### src/rtl/interrupt_sequencer.sv
// Interrupt sequencer: gates controller interrupts onto the CPU request/ack handshake, tracks nested levels, and arbitrates the shared controller bus.
// Optional: define INTSEQ_ACK_TIMEOUT_EN to abandon unacknowledged requests after TIMEOUT_CYCLES and raise sticky ack_timeout.
module interrupt_sequencer #(
  parameter int NEST_DEPTH     = 4,
  parameter int TIMEOUT_CYCLES = 64
) (
  input  logic        clk,
  input  logic        rst_n,
  input  logic [11:0] next_interrupt,
  input  logic        boundary,
  input  logic        ie_set,
  input  logic        ie_clr,
  input  logic        iret,
  input  logic        int_ack,
  input  logic        sw_create,
  input  logic [11:0] sw_data,
  output logic        int_req,
  output logic [11:0] int_vector,
  output logic        ctrl_dismiss,
  output logic        ctrl_create,
  output logic [11:0] ctrl_data,
  output logic [11:0] cur_level,
`ifdef INTSEQ_ACK_TIMEOUT_EN
  output logic        ack_timeout,
`endif
  output logic        nest_err
);

  localparam logic [11:0] NONE = 12'o7777;
  localparam int DW = $clog2(NEST_DEPTH + 1);

  if (NEST_DEPTH < 1 || NEST_DEPTH > 8 || TIMEOUT_CYCLES < 1) begin : g_param_check
    $error("interrupt_sequencer: NEST_DEPTH must be 1..8 and TIMEOUT_CYCLES >= 1");
  end

  typedef enum logic [1:0] {IDLE, REQ, DISMISS, SETTLE} state_t;

  state_t          state, state_nxt;
  logic            ie;
  logic [DW-1:0]   depth;
  logic [11:0]     stack [2**DW];
  logic            sw_valid;
  logic [11:0]     sw_buf;
  logic            full, take, push, pop_ok, to_hit;

  assign full   = (depth == DW'(NEST_DEPTH));
  assign take   = ie && boundary && (next_interrupt != NONE) &&
                  (next_interrupt < cur_level) && !full;
  assign push   = (state == REQ) && int_ack;
  assign pop_ok = iret && (depth != '0);

`ifdef INTSEQ_ACK_TIMEOUT_EN
  localparam int TW = $clog2(TIMEOUT_CYCLES + 1);
  logic [TW-1:0] to_cnt;

  assign to_hit = (state == REQ) && !int_ack && (to_cnt == TW'(TIMEOUT_CYCLES - 1));

  always_ff @(posedge clk or negedge rst_n) begin
    if (!rst_n) begin
      to_cnt      <= '0;
      ack_timeout <= 1'b0;
    end else begin
      to_cnt <= (state == REQ && !to_hit) ? to_cnt + TW'(1) : '0;
      if (to_hit) ack_timeout <= 1'b1;
    end
  end
`else
  assign to_hit = 1'b0;
`endif

  // NOTE: every output and next_state gets a default first so no path through the case infers a latch.
  always_comb begin
    state_nxt    = state;
    int_req      = 1'b0;
    ctrl_dismiss = 1'b0;
    ctrl_create  = 1'b0;
    ctrl_data    = NONE;
    case (state)
      IDLE:    if (take) state_nxt = REQ;
      REQ: begin
        int_req = 1'b1;
        if (int_ack)     state_nxt = DISMISS;
        else if (to_hit) state_nxt = IDLE;
      end
      DISMISS: begin
        ctrl_dismiss = 1'b1;
        ctrl_data    = int_vector;
        state_nxt    = SETTLE;
      end
      SETTLE:  state_nxt = IDLE;
      default: state_nxt = IDLE;
    endcase
    // The software create yields the bus only to the dismiss.
    if (sw_valid && state != DISMISS) begin
      ctrl_create = 1'b1;
      ctrl_data   = sw_buf;
    end
  end

  // NOTE: state registers use non-blocking assignments so every flop samples pre-edge values.
  always_ff @(posedge clk or negedge rst_n) begin
    if (!rst_n) begin
      state      <= IDLE;
      int_vector <= '0;
      ie         <= 1'b0;
      cur_level  <= NONE;
      depth      <= '0;
      nest_err   <= 1'b0;
      sw_valid   <= 1'b0;
      sw_buf     <= '0;
    end else begin
      state <= state_nxt;
      if (state == IDLE && take) int_vector <= next_interrupt;

      if (ie_clr)      ie <= 1'b0;
      else if (ie_set) ie <= 1'b1;

      // Simultaneous pop and push leaves the stack top in place; only cur_level moves.
      if (pop_ok && push) begin
        cur_level <= int_vector;
      end else if (pop_ok) begin
        cur_level <= stack[depth - DW'(1)];
        depth     <= depth - DW'(1);
      end else if (push) begin
        cur_level <= int_vector;
        depth     <= depth + DW'(1);
      end
      if (iret && depth == '0) nest_err <= 1'b1;

      if (sw_create) begin
        sw_valid <= 1'b1;
        sw_buf   <= sw_data;
      end else if (ctrl_create) begin
        sw_valid <= 1'b0;
      end
    end
  end

  // NOTE: stack storage has no reset; depth alone says which entries are meaningful.
  always_ff @(posedge clk) begin
    if (push && !pop_ok) stack[depth] <= cur_level;
  end

endmodule

### config.mk
export PLATFORM = sky130hd
export DESIGN_NAME = interrupt_sequencer
export DESIGN_NICKNAME = d
export VERILOG_FILES = /design/src/rtl/interrupt_sequencer.sv
export SDC_FILE = /design/constraint.sdc
export NUM_CORES = 1
export LEC_CHECK = 0
export BUFFER_PORTS_ARGS = -buffer_cell sky130_fd_sc_hd__buf_2
export CAP_MARGIN = 20
export CORE_UTILIZATION = 45
export CTS_CLUSTER_SIZE = 25
export DETAILED_ROUTE_END_ITERATION = 16
export PLACE_DENSITY = 0.62
export SLEW_MARGIN = 20
export SYNTH_ARGS = -nofsm -noshare
export SYNTH_HDL_FRONTEND = slang
export SYNTH_SLANG_ARGS = --single-unit
### constraint.sdc
create_clock -name clk -period 3.9 [get_ports clk]
set_clock_uncertainty 0.05 [all_clocks]
set_input_delay 0.195 -clock clk [delete_from_list [all_inputs] [get_ports clk]]
set_output_delay 0.195 -clock clk [all_outputs]
set_load 0.02 [all_outputs]
# Word-level counts from Yosys, hierarchy flattened

Memory sizes are Yosys's and may differ from the RTL's.
Cells that the tools add are included.

Input bits: 32
Memory bits (writable): 96
Logic and storage cells: 62
Memories: 1
Register bits: 44

Memories:

| name  | words | bits a word | rd ports | clocked after memory_dff | wr ports | RTL line | RTL |
|---|---|---|---|---|---|---|---|
| stack | 8     | 12          | 1        | 0                        | 1        | 41       | `logic [11:0] stack [2**DW];` |

$lt $le $gt $ge: 1
Equal/unequal tests: 8
Reduce and logical (&&, ||, !) cells: 22
Muxes and demuxes: 19
Add/sub/neg operators: 2
Bitwise gates (word level): 1

Operator list:

| operator                                                               | number |
|---|---|
| 12-bit 2-to-1 mux                                                      | 5 |
| 12-bit less-than comparator                                            | 1 |
| 12-bit inequality test (second input constant)                         | 1 |
| 1-bit logical AND                                                      | 11 |
| 1-bit 2-to-1 mux                                                       | 9 |
| 2-bit one-hot mux with 4 select lines                                  | 1 |
| 3-bit 2-to-1 mux                                                       | 2 |
| 2-bit inequality test (second input constant)                          | 3 |
| 2-bit nonzero test                                                     | 3 |
| 3-bit nonzero test                                                     | 2 |
| 2-bit equality test (second input constant)                            | 2 |
| 2-bit 2-to-1 mux                                                       | 2 |
| 2-bit AND reduction                                                    | 2 |
| 3-bit by 1-bit adder with 3-bit output (second input constant)         | 1 |
| 3-bit equality test (second input constant)                            | 1 |
| 3-bit zero test                                                        | 1 |
| 3-bit by 1-bit subtractor with 3-bit output (second input constant)    | 1 |
| 2-bit by 1-bit equality test with 1-bit output (second input constant) | 1 |
| 1-bit zero test                                                        | 2 |
| 2-bit zero test                                                        | 1 |
| 1-bit NOT                                                              | 1 |

# Logic depth before layout (Yosys ltp)

Gate-level depths: netlist of run 1.

Depth in word-level cells: 6
Gate-level depth with buffers: 11

# Least setup slack after synthesis of run 1

OpenSTA, ideal clock, no wires.

Kind: flip-flop to flip-flop
From: reg depth[0]
To: mem stack[2][0], enable pin
Cell stages (with the launch flop): 9
Setup time: 0.396 ns
Period minus slack after synthesis: 2.969 ns
Data arrival time: 2.522 ns
Setup slack: 0.931 ns
Buffers on the path: 1
Cell sequence: dfrtp_1 buf_2 inv_1 ha_1 inv_1 o21ai_0 ha_1 nand2_1 nor3_1

Word-level cells in the longest chain between the ends: 6

Ends and longest elaborated chain:

| item                                   | RTL line | RTL |
|---|---|---|
| from (decl)                            | 40       | `logic [DW-1:0] depth;` |
| from (signal assigned)                 | 123      | `depth <= depth - DW'(1);` |
| from (signal assigned)                 | 126      | `depth <= depth + DW'(1);` |
| 3-bit nonzero test                     | 50       | `assign pop_ok = iret && (depth != '0);` |
| 1-bit logical AND                      | 50       |  |
| 1-bit zero test                        | 141      | `if (push && !pop_ok) stack[depth] <= cur_level;` |
| 1-bit logical AND                      | 141      |  |
| 1-bit 2-to-1 mux                       | 141      |  |
| 1-bit 2-to-1 mux (not written as such) | 141      |  |
| to (decl)                              | 41       |  |

Several ways; a longest one is shown, not always the timed one.

# Worst setup path in the final report of run 1

From: reg cur_level[11]
To: reg int_vector[11]

Word-level cells in the longest chain between the ends: 4

Ends and longest elaborated chain:

| item                        | RTL line | RTL |
|---|---|---|
| from (decl)                 | 22       | `output logic [11:0] cur_level,` |
| from (signal assigned)      | 120      | `cur_level <= int_vector;` |
| from (signal assigned)      | 122      | `cur_level <= stack[depth - DW'(1)];` |
| from (signal assigned)      | 125      | `cur_level <= int_vector;` |
| 12-bit less-than comparator | 48       | `(next_interrupt < cur_level) && !full;` |
| 1-bit logical AND           | 47       | `assign take = ie && boundary && (next_interrupt != NONE) &&` |
| 1-bit logical AND           | 48       |  |
| 1-bit logical AND           | 113      | `if (state == IDLE && take) int_vector <= next_interrupt;` |
| to (signal assigned)        | 113      |  |
| to (decl)                   | 18       | `output logic [11:0] int_vector,` |

Every way passes these cells.
A chain may end at the register's enable or synchronous reset.

==> results.md, run 1 <==
- Outcome: finished clean
- Overall die height: 119 µm
- Horizontal extent of the die: 119 µm
- Required @ worst endpoint: 4150 ps
- I/O pin cnt: 72
- Register share of total power: 0.373
- Number of vias per cell: 5.17
- Reg2Reg Launch Point: cur_level[11]$_DFFE_PN1P_
- Kind of path behind the tightest hold check: input pin to register
- Total congestion overflow: 0
- Max rail drop VDD: 663 µV
- Clock slew at the register clock pins of the worst setup and hold paths: 60 ps
- Instance count of the mapped netlist: 393
- Syn Nets: 446
- Post-Synthesis Mean Instance Area: 15.7 µm²
- Clock tree root driver cell: sky130_fd_sc_hd__clkbuf_16
- Max-cap violation count: 0
- Total die area: ~14000 µm²
- Drt wl/cell: 18.8 µm
- Wire length of the first global-routing pass: 20600 µm
- Number of global-route vias before repair: about 3700
- Post-layout minimum cycle time: between 2000 and 3000 ps
- Synthesis-to-layout area growth: 22.0%
- Fraction of the mapped netlist area in adder cells: 0.0425
- Sink Count: 140
- Tcrit/Tclk final: 0.683
- Number of design rule violations left after detail routing: 0
- Leakage: 2.99 nW
- Area used by sequential logic in the layout: around 4000 µm²
- Largest net degree at the start of global routing: 45
- Fraction of power consumed by the clock network: 0.264
- Count of final setup violators: 0
- Bufs on Longest Clock Path: 2
- Endpoint of the worst register-to-register path: int_vector[11]$_DFFE_PN0P_
- Ratio of cells with drive above 1 in the final layout: 0.384
- CP cell instances: inv_1, ha_1, and4_1, nand2_1, or4_4, nand4_4, mux2_2
- Worst setup margin: 1240 ps
- Setup crit start kind: register
- Number of levels in the clock H-tree: 4
- P per Cell Area: 811 nW/µm²
- Slew of the pin with the lowest slew margin: 755 ps
- Seq cells post-synth: 140
- Highest clock frequency the design can meet: 375 MHz
- HPWL reported at the end of detailed placement: 8480 µm
- Quantity of hold-fixing buffers added after cts: 17
- Combinational power share: 0.363
- Post-Place Worst Slack: between 1000 and 1500 ps
- CP top delay family: simple AND/OR/NAND/NOR gates
- Number of hold violations in the final report: 0
- Critical Path Max Stage Delay: between 600 and 700 ps
- Final core utilization: 0.565
- Clock tree from TritonCTS: done
- Worst Reg2Reg Path Length in Cells: 7
- Number of DRC violations after detailed-routing iteration 0: approximately 190
- Normalized max-slew margin: 0.497
- Main combinational cell family by area after synthesis: multiplexers
- Buffers on Ports: roughly 70
- Starting density of the core: 0.463
- Final RePlAce weighted congestion: 0.766
- Kind of end point of the critical path: register
- Sequential element share of the synthesized area: 0.647
- Fraction of the mapped netlist area in simple logic gates: 0.0496
- Internal power contribution: 0.00399 W
- NumNets Final: 550
- Number of logic stages on the critical path including buffering: 7
- Post-DRT Antenna Nets: 0
- Number of setup buffers added after CTS: 0
- Worst-path maximum fanout: 12
- Placeable core area: 13300 µm²
- Area of the mapped netlist: 6180 µm²
- Critical path buffer and inverter count: 1
- Number of diodes: 0
- Area of combinational cells with multiple inputs: between 1500 and 2000 µm²
- Count of TritonRoute iterations in the first routing pass: 4
- Critical path class: register to register
- CTS buffer count: 17
- Parity-gate share of the synthesized area counting xor and xnor cells: 0.00425
- Std cell rows: 42
- Number of flops mapped to enable cells by yosys: 96
- Crit path DAT: roughly 2900 ps
- Number of instances resized during post-cts repair: 0
- Post-synth ARST share: 0.314
- Min-Delay Endpoint: int_vector[1]$_DFFE_PN0P_
- Unrepaired setup endpoints after global routing: false
- Share of cell area taken by muxes after synthesis: 0.182
- Count of synthesis-stage warnings from yosys: 0
- Primary FF master, synth: sky130_fd_sc_hd__edfxtp_1
- Cell with the largest stage delay on the worst path: sky130_fd_sc_hd__dfstp_2
- Hold Crit Depth: 2
- Clock latency on the worst-skew pair: 420 ps
- Final-layout setup total negative slack: 0 ps
- Overall Global Routing Usage: 0.199
- Power dissipated by switching net loads: 0.00213 W
- Min-Delay Startpoint: next_interrupt[1]
- Slack of the worst reg-to-reg path: 1240 ps
- Share of the synthesized area in compound gates (AO/OA/AOI/OAI): 0.0403
- Final count of pins violating max slew: 0
- Number of fill cells in the layout: between 1000 and 1500
- Routed vias: about 3500
- Wirelength, routed: 12900 µm
- Net Sw Frac: 0.348
- Number of distinct library cell variants in the gate-level netlist after synthesis: 40
- Critical path launch point: cur_level[11]$_DFFE_PN1P_
- Antenna violations before repair: 0
- WHS: 14.2 ps
- Sum of internal, switching and leakage power: about 0.0061 W
synthesized netlist by cell type (3+ instances only):
master / count / area share
sky130_fd_sc_hd__a21oi_1: 16 / 0.013
sky130_fd_sc_hd__buf_1: 3 / 0.0018
sky130_fd_sc_hd__buf_2: 6 / 0.0049
sky130_fd_sc_hd__clkbuf_1: 4 / 0.0024
sky130_fd_sc_hd__dfrtp_1: 32 / 0.13
sky130_fd_sc_hd__dfstp_2: 12 / 0.051
sky130_fd_sc_hd__edfxtp_1: 96 / 0.47
sky130_fd_sc_hd__ha_1: 21 / 0.042
sky130_fd_sc_hd__inv_1: 34 / 0.021
sky130_fd_sc_hd__mux2_2: 28 / 0.051
sky130_fd_sc_hd__mux2_4: 10 / 0.024
sky130_fd_sc_hd__mux2i_1: 12 / 0.019
sky130_fd_sc_hd__mux4_2: 24 / 0.087
sky130_fd_sc_hd__nand2_1: 21 / 0.013
sky130_fd_sc_hd__nand4_1: 3 / 0.0030
sky130_fd_sc_hd__nor2_1: 25 / 0.015
sky130_fd_sc_hd__nor3_1: 3 / 0.0024
sky130_fd_sc_hd__o21ai_0: 13 / 0.011
sky130_fd_sc_hd__xor2_1: 3 / 0.0042
metrics by stage:
step / area, µm² / std cells
after floorplan: 6180 / 393
after global placement: 6770 / 637
after detailed placement: 6770 / 637
after CTS: 7540 / 686
after global routing: 7540 / 686
final: 7540 / 686
metal layers:
layer	vias up	GRT usage	share of wire
met2	100	0.316	0.47
met1	1763	0.273	0.48
met3	6	0.0508	0.045
li1	1680	-	-
met4	0	0.0498	0.0049
met5	-	0	0
how the worst max path moves through the flow:
stage,endpoint,slack [ps]
6_report,int_vector[11]$_DFFE_PN0P_,1240
4_1_cts,int_vector[10]$_DFFE_PN0P_,1230
2_1_floorplan,stack[2][0]$_DFFE_PP_,930
3_3_place_gp,int_vector[11]$_DFFE_PN0P_,1280
3_5_place_dp,int_vector[10]$_DFFE_PN0P_,1240
5_1_grt,ctrl_data[7],1090
logic make-up after synthesis:
group | count (synthesis)
compound gates | 42
xor+xnor | 3
fa+ha+maj | 21
buf+inv | 49
flops | 140
mux | 74
simple gates | 64
state kept, by name, indices dropped and copies added (netlist names):
| signal | count |
|---|---|
| state | 2 |
| int_vector | 12 |
| cur_level | 12 |
| ie | 1 |
| depth | 3 |
| sw_valid | 1 |
| sw_buf | 12 |
| nest_err | 1 |
| stack | 96 |
cell type report:
class                           instances  share of cell area
Inverter                               34              0.0169
Sequential cell                       140               0.530
Timing Repair Buffer                  100              0.0819
Multi-Input combinational cell        204               0.263
Clock inverter                         14              0.0224
Tap cell                              176              0.0292
Clock buffer                           18              0.0569
layout by cell type (no fill, tap or decap), drive strengths merged, types with 13 or more instances in the layout:
master and n:
edfxtp 96, buf 83, mux2 38, inv 36, dfrtp 32, nor2 25, mux4 24, nand2 21
ha 21, clkbuf 18, dlygate4sd3 17, a21oi 16, o21ai 13
worst reg2reg max path: cells and delay by family, from the launching register on:
family        cells  cell delay, ps
simple gates      4            1120
flops             1             620
mux               1             370
fa+ha+maj         1             310
buf+inv           1              60
power by group through the flow:
stage / registers (W) / logic [W] / clock network [W]
after floorplan: 0.00234 / 0.00148 / 0
after global placement: 0.00229 / 0.00220 / 0
after detailed placement: 0.00231 / 0.00222 / 0
after CTS: 0.00228 / 0.00225 / 0.00164
after global routing: 0.00233 / 0.00244 / 0.00171
final: 0.00229 / 0.00222 / 0.00162
Power figures use the tool's default switching activity.
==> inputs of run 2 (changes only) <==
ABC_AREA = 1   (was unset)
PLACE_DENSITY = 0.65   (was 0.62)
clock period = 2.24 ns   (was 3.9 ns; I/O delays follow)
==> results.md, run 2 <==
- Most frequently used cell type in the post-synthesis netlist: sky130_fd_sc_hd__edfxtp_1
- Post-DRT Antenna Nets: 0
- Number of non-filler instances in the completed layout: 883
- Placeable core area: 13500 µm²
- Count of final setup violators: 0
- Critical path class: register to register
- Area of the mapped netlist: 6290 µm²
- Routed vias: about 4700
- NumNets Final: 747
- Dpl cell area: 6930 µm²
- Ratio of cells with drive above 1 in the final layout: 0.257
- Slack of the worst reg-to-reg path: 100 ps
- Top cells by count, synth: 96 x sky130_fd_sc_hd__edfxtp_1, 87 x sky130_fd_sc_hd__nor2_1, 66 x sky130_fd_sc_hd__nand2_1
- Cells taking the most area after synthesis: sky130_fd_sc_hd__edfxtp_1 46%, sky130_fd_sc_hd__dfrtp_1 13%, sky130_fd_sc_hd__nor2_1 5.2%
- Clock latency on the worst-skew pair: 410 ps
- Critical path launch point: cur_level[7]$_DFFE_PN1P_
- Most flops, register: stack
- Tcrit/Tclk final: 0.954
- Number of global-route vias before repair: 4646
- Total die area: 14500 µm²
- Post-layout minimum cycle time: roughly 2100 ps
- Horizontal extent of the die: 120 µm
- Kind of path behind the tightest hold check: input pin to register
- Overall die height: 120 µm
- Clock slew at the register clock pins of the worst setup and hold paths: 60 ps
- Max rail drop VDD: 967 µV
- Number of levels in the clock H-tree: 4
- Sequential element share of the synthesized area: 0.635
- Final core utilization: 0.590
- Std cell rows: 42
- Primary FF master, synth: sky130_fd_sc_hd__edfxtp_1
- WHS: 33.9 ps
- Sum of internal, switching and leakage power: about 0.012 W
- Leakage: 3.27 nW
- Worst Reg2Reg Path Length in Cells: 12
- Normalized max-slew margin: 0.372
- Number of distinct library cell variants in the gate-level netlist after synthesis: 34
- Buffers on Ports: between 70 and 80
- Number of diodes: 0
- Number of placed cells counting well taps: 813
- Most frequent cells in the layout: 96 x sky130_fd_sc_hd__edfxtp_1, 86 x sky130_fd_sc_hd__nor2_1, 71 x sky130_fd_sc_hd__buf_2
- Wire length of the first global-routing pass: 24100 µm
- Count of synthesis-stage warnings from yosys: 0
- Post-Synthesis Mean Instance Area: 11.0 µm²
- Reg2Reg Launch Point: cur_level[7]$_DFFE_PN1P_
- Max-cap violation count: 0
- Required @ worst endpoint: about 2500 ps
- Total congestion overflow: 0
- Number of flops mapped to enable cells by yosys: 96
- CTS buffer count: 17
- Number of flip-flops in the largest register: 96
- Number of hold violations in the final report: 0
- Critical Path End: int_vector[0]$_DFFE_PN0P_
- Number of design rule violations left after detail routing: 0
- Seq cells post-synth: between 100 and 150
- Worst-path maximum fanout: 6
- Instance count of the mapped netlist: 570
- Count of TritonRoute iterations in the first routing pass: 5
- Final instance area: 7940 µm²
- Wirelength, routed: between 15000 and 20000 µm
- Antenna violations before repair: 0
- Endpoint of the worst register-to-register path: int_vector[0]$_DFFE_PN0P_
- Final RePlAce weighted congestion: between 0.7 and 0.8
- Share of Yosys cell area claimed by the top area cell type: 0.458
- Highest clock frequency the design can meet: 468 MHz
- Clock tree root driver cell: sky130_fd_sc_hd__clkbuf_16
- Drt wl/cell: ~17 µm
- Setup crit start kind: register
- Sink Count: 140
- Bufs on Longest Clock Path: 2
- HPWL reported at the end of detailed placement: 9360 µm
- Slew of the pin with the lowest slew margin: 942 ps
- Outcome: finished clean
- Largest net degree at the start of global routing: 52
- Overall Global Routing Usage: 0.219
- Syn Nets: 623
- P per Cell Area: around 1500 nW/µm²
- I/O pin cnt: just over 70
- Starting density of the core: 0.468
- Number of vias per cell: 5.30
- Final count of pins violating max slew: 0
- Post-synth ARST share: 0.314
- Synthesis-to-layout area growth: 26.1%
- Most frequent standard cell in the layout excluding fill and tap cells: sky130_fd_sc_hd__edfxtp_1
- Library cell occupying the most area in the post-synthesis netlist: sky130_fd_sc_hd__edfxtp_1
- Kind of end point of the critical path: register
- Number of DRC violations after detailed-routing iteration 0: 304
- Crit path DAT: 2420 ps
- Clock tree from TritonCTS: done
==> run 2: layout make-up <==
class / instances / area [µm²]
tap: 176 / 220
multi-input combinational: 349 / 2020
sequential: 140 / 4000
clock inverter: 14 / 168
timing repair buffer: 130 / 893
clock buffer: 18 / 429
inverter: 56 / 213
fill: 1120 / 5520
==> run 2: worst min-delay path by stage <==
stage / start / depth (start not counted) / to
finish: int_ack / 5 / state[0]$_DFFE_PN0P_
global route: int_ack / 5 / state[1]$_DFFE_PN0P_
detailed placement: ie_clr / 2 / ie$_DFFE_PN0P_
floorplan: rst_n / 0 / depth[0]$_DFFE_PN0P_
global placement: ie_clr / 2 / ie$_DFFE_PN0P_
CTS: int_ack / 5 / state[0]$_DFFE_PN0P_
==> run 2: stage by stage <==
stage          setup WS, ps  setup TNS (ps)
2_1_floorplan          -124          -10220
3_3_place_gp            120               0
3_5_place_dp           54.4               0
4_1_cts                54.7               0
5_1_grt               -3.45           -3.45
6_report                104               0
==> run 2: worst max-delay path, cell delays in order, from the launching register on <==
cell	delay, ps
sky130_fd_sc_hd__dfstp_2	520
sky130_fd_sc_hd__inv_1	60
sky130_fd_sc_hd__ha_1	310
sky130_fd_sc_hd__nand2_2	90
sky130_fd_sc_hd__inv_1	40
sky130_fd_sc_hd__nand2_1	60
sky130_fd_sc_hd__nand2_1	60
sky130_fd_sc_hd__a21oi_2	180
sky130_fd_sc_hd__nand2_2	90
sky130_fd_sc_hd__nor2_4	150
sky130_fd_sc_hd__buf_4	140
sky130_fd_sc_hd__nand3_4	140
sky130_fd_sc_hd__o21ai_2	180
==> run 2: cells by family after synthesis <==
logic type,synth area share
AO/OA/AOI/OAI,0.148
AND/OR/NAND/NOR,0.109
flip-flops,0.635
buffers and inverters,0.0584
XOR/XNOR,0.00716
adder cells (fa/ha/maj),0.0417
==> run 2: timing repair <==
item,in CTS,in global routing
endpoints found under the hold margin,58,0
gates resized for setup,0,7
endpoints found under the setup margin,0,19
hold buffers,28,0
buffers inserted,0,6
==> run 2: power breakdown <==
part	switching (W)	internal, W
Combinational	0.00346	0.00178
Sequential	0.000295	0.00350
Clock	0.00108	0.00175
==> run 2: metal layers <==
metal,track usage,part of all wire,up-vias
met1,0.282,0.41,2233
met4,0.0633,0.012,0
met3,0.0415,0.071,19
met5,0,0,-
li1,-,-,2231
met2,0.376,0.50,193
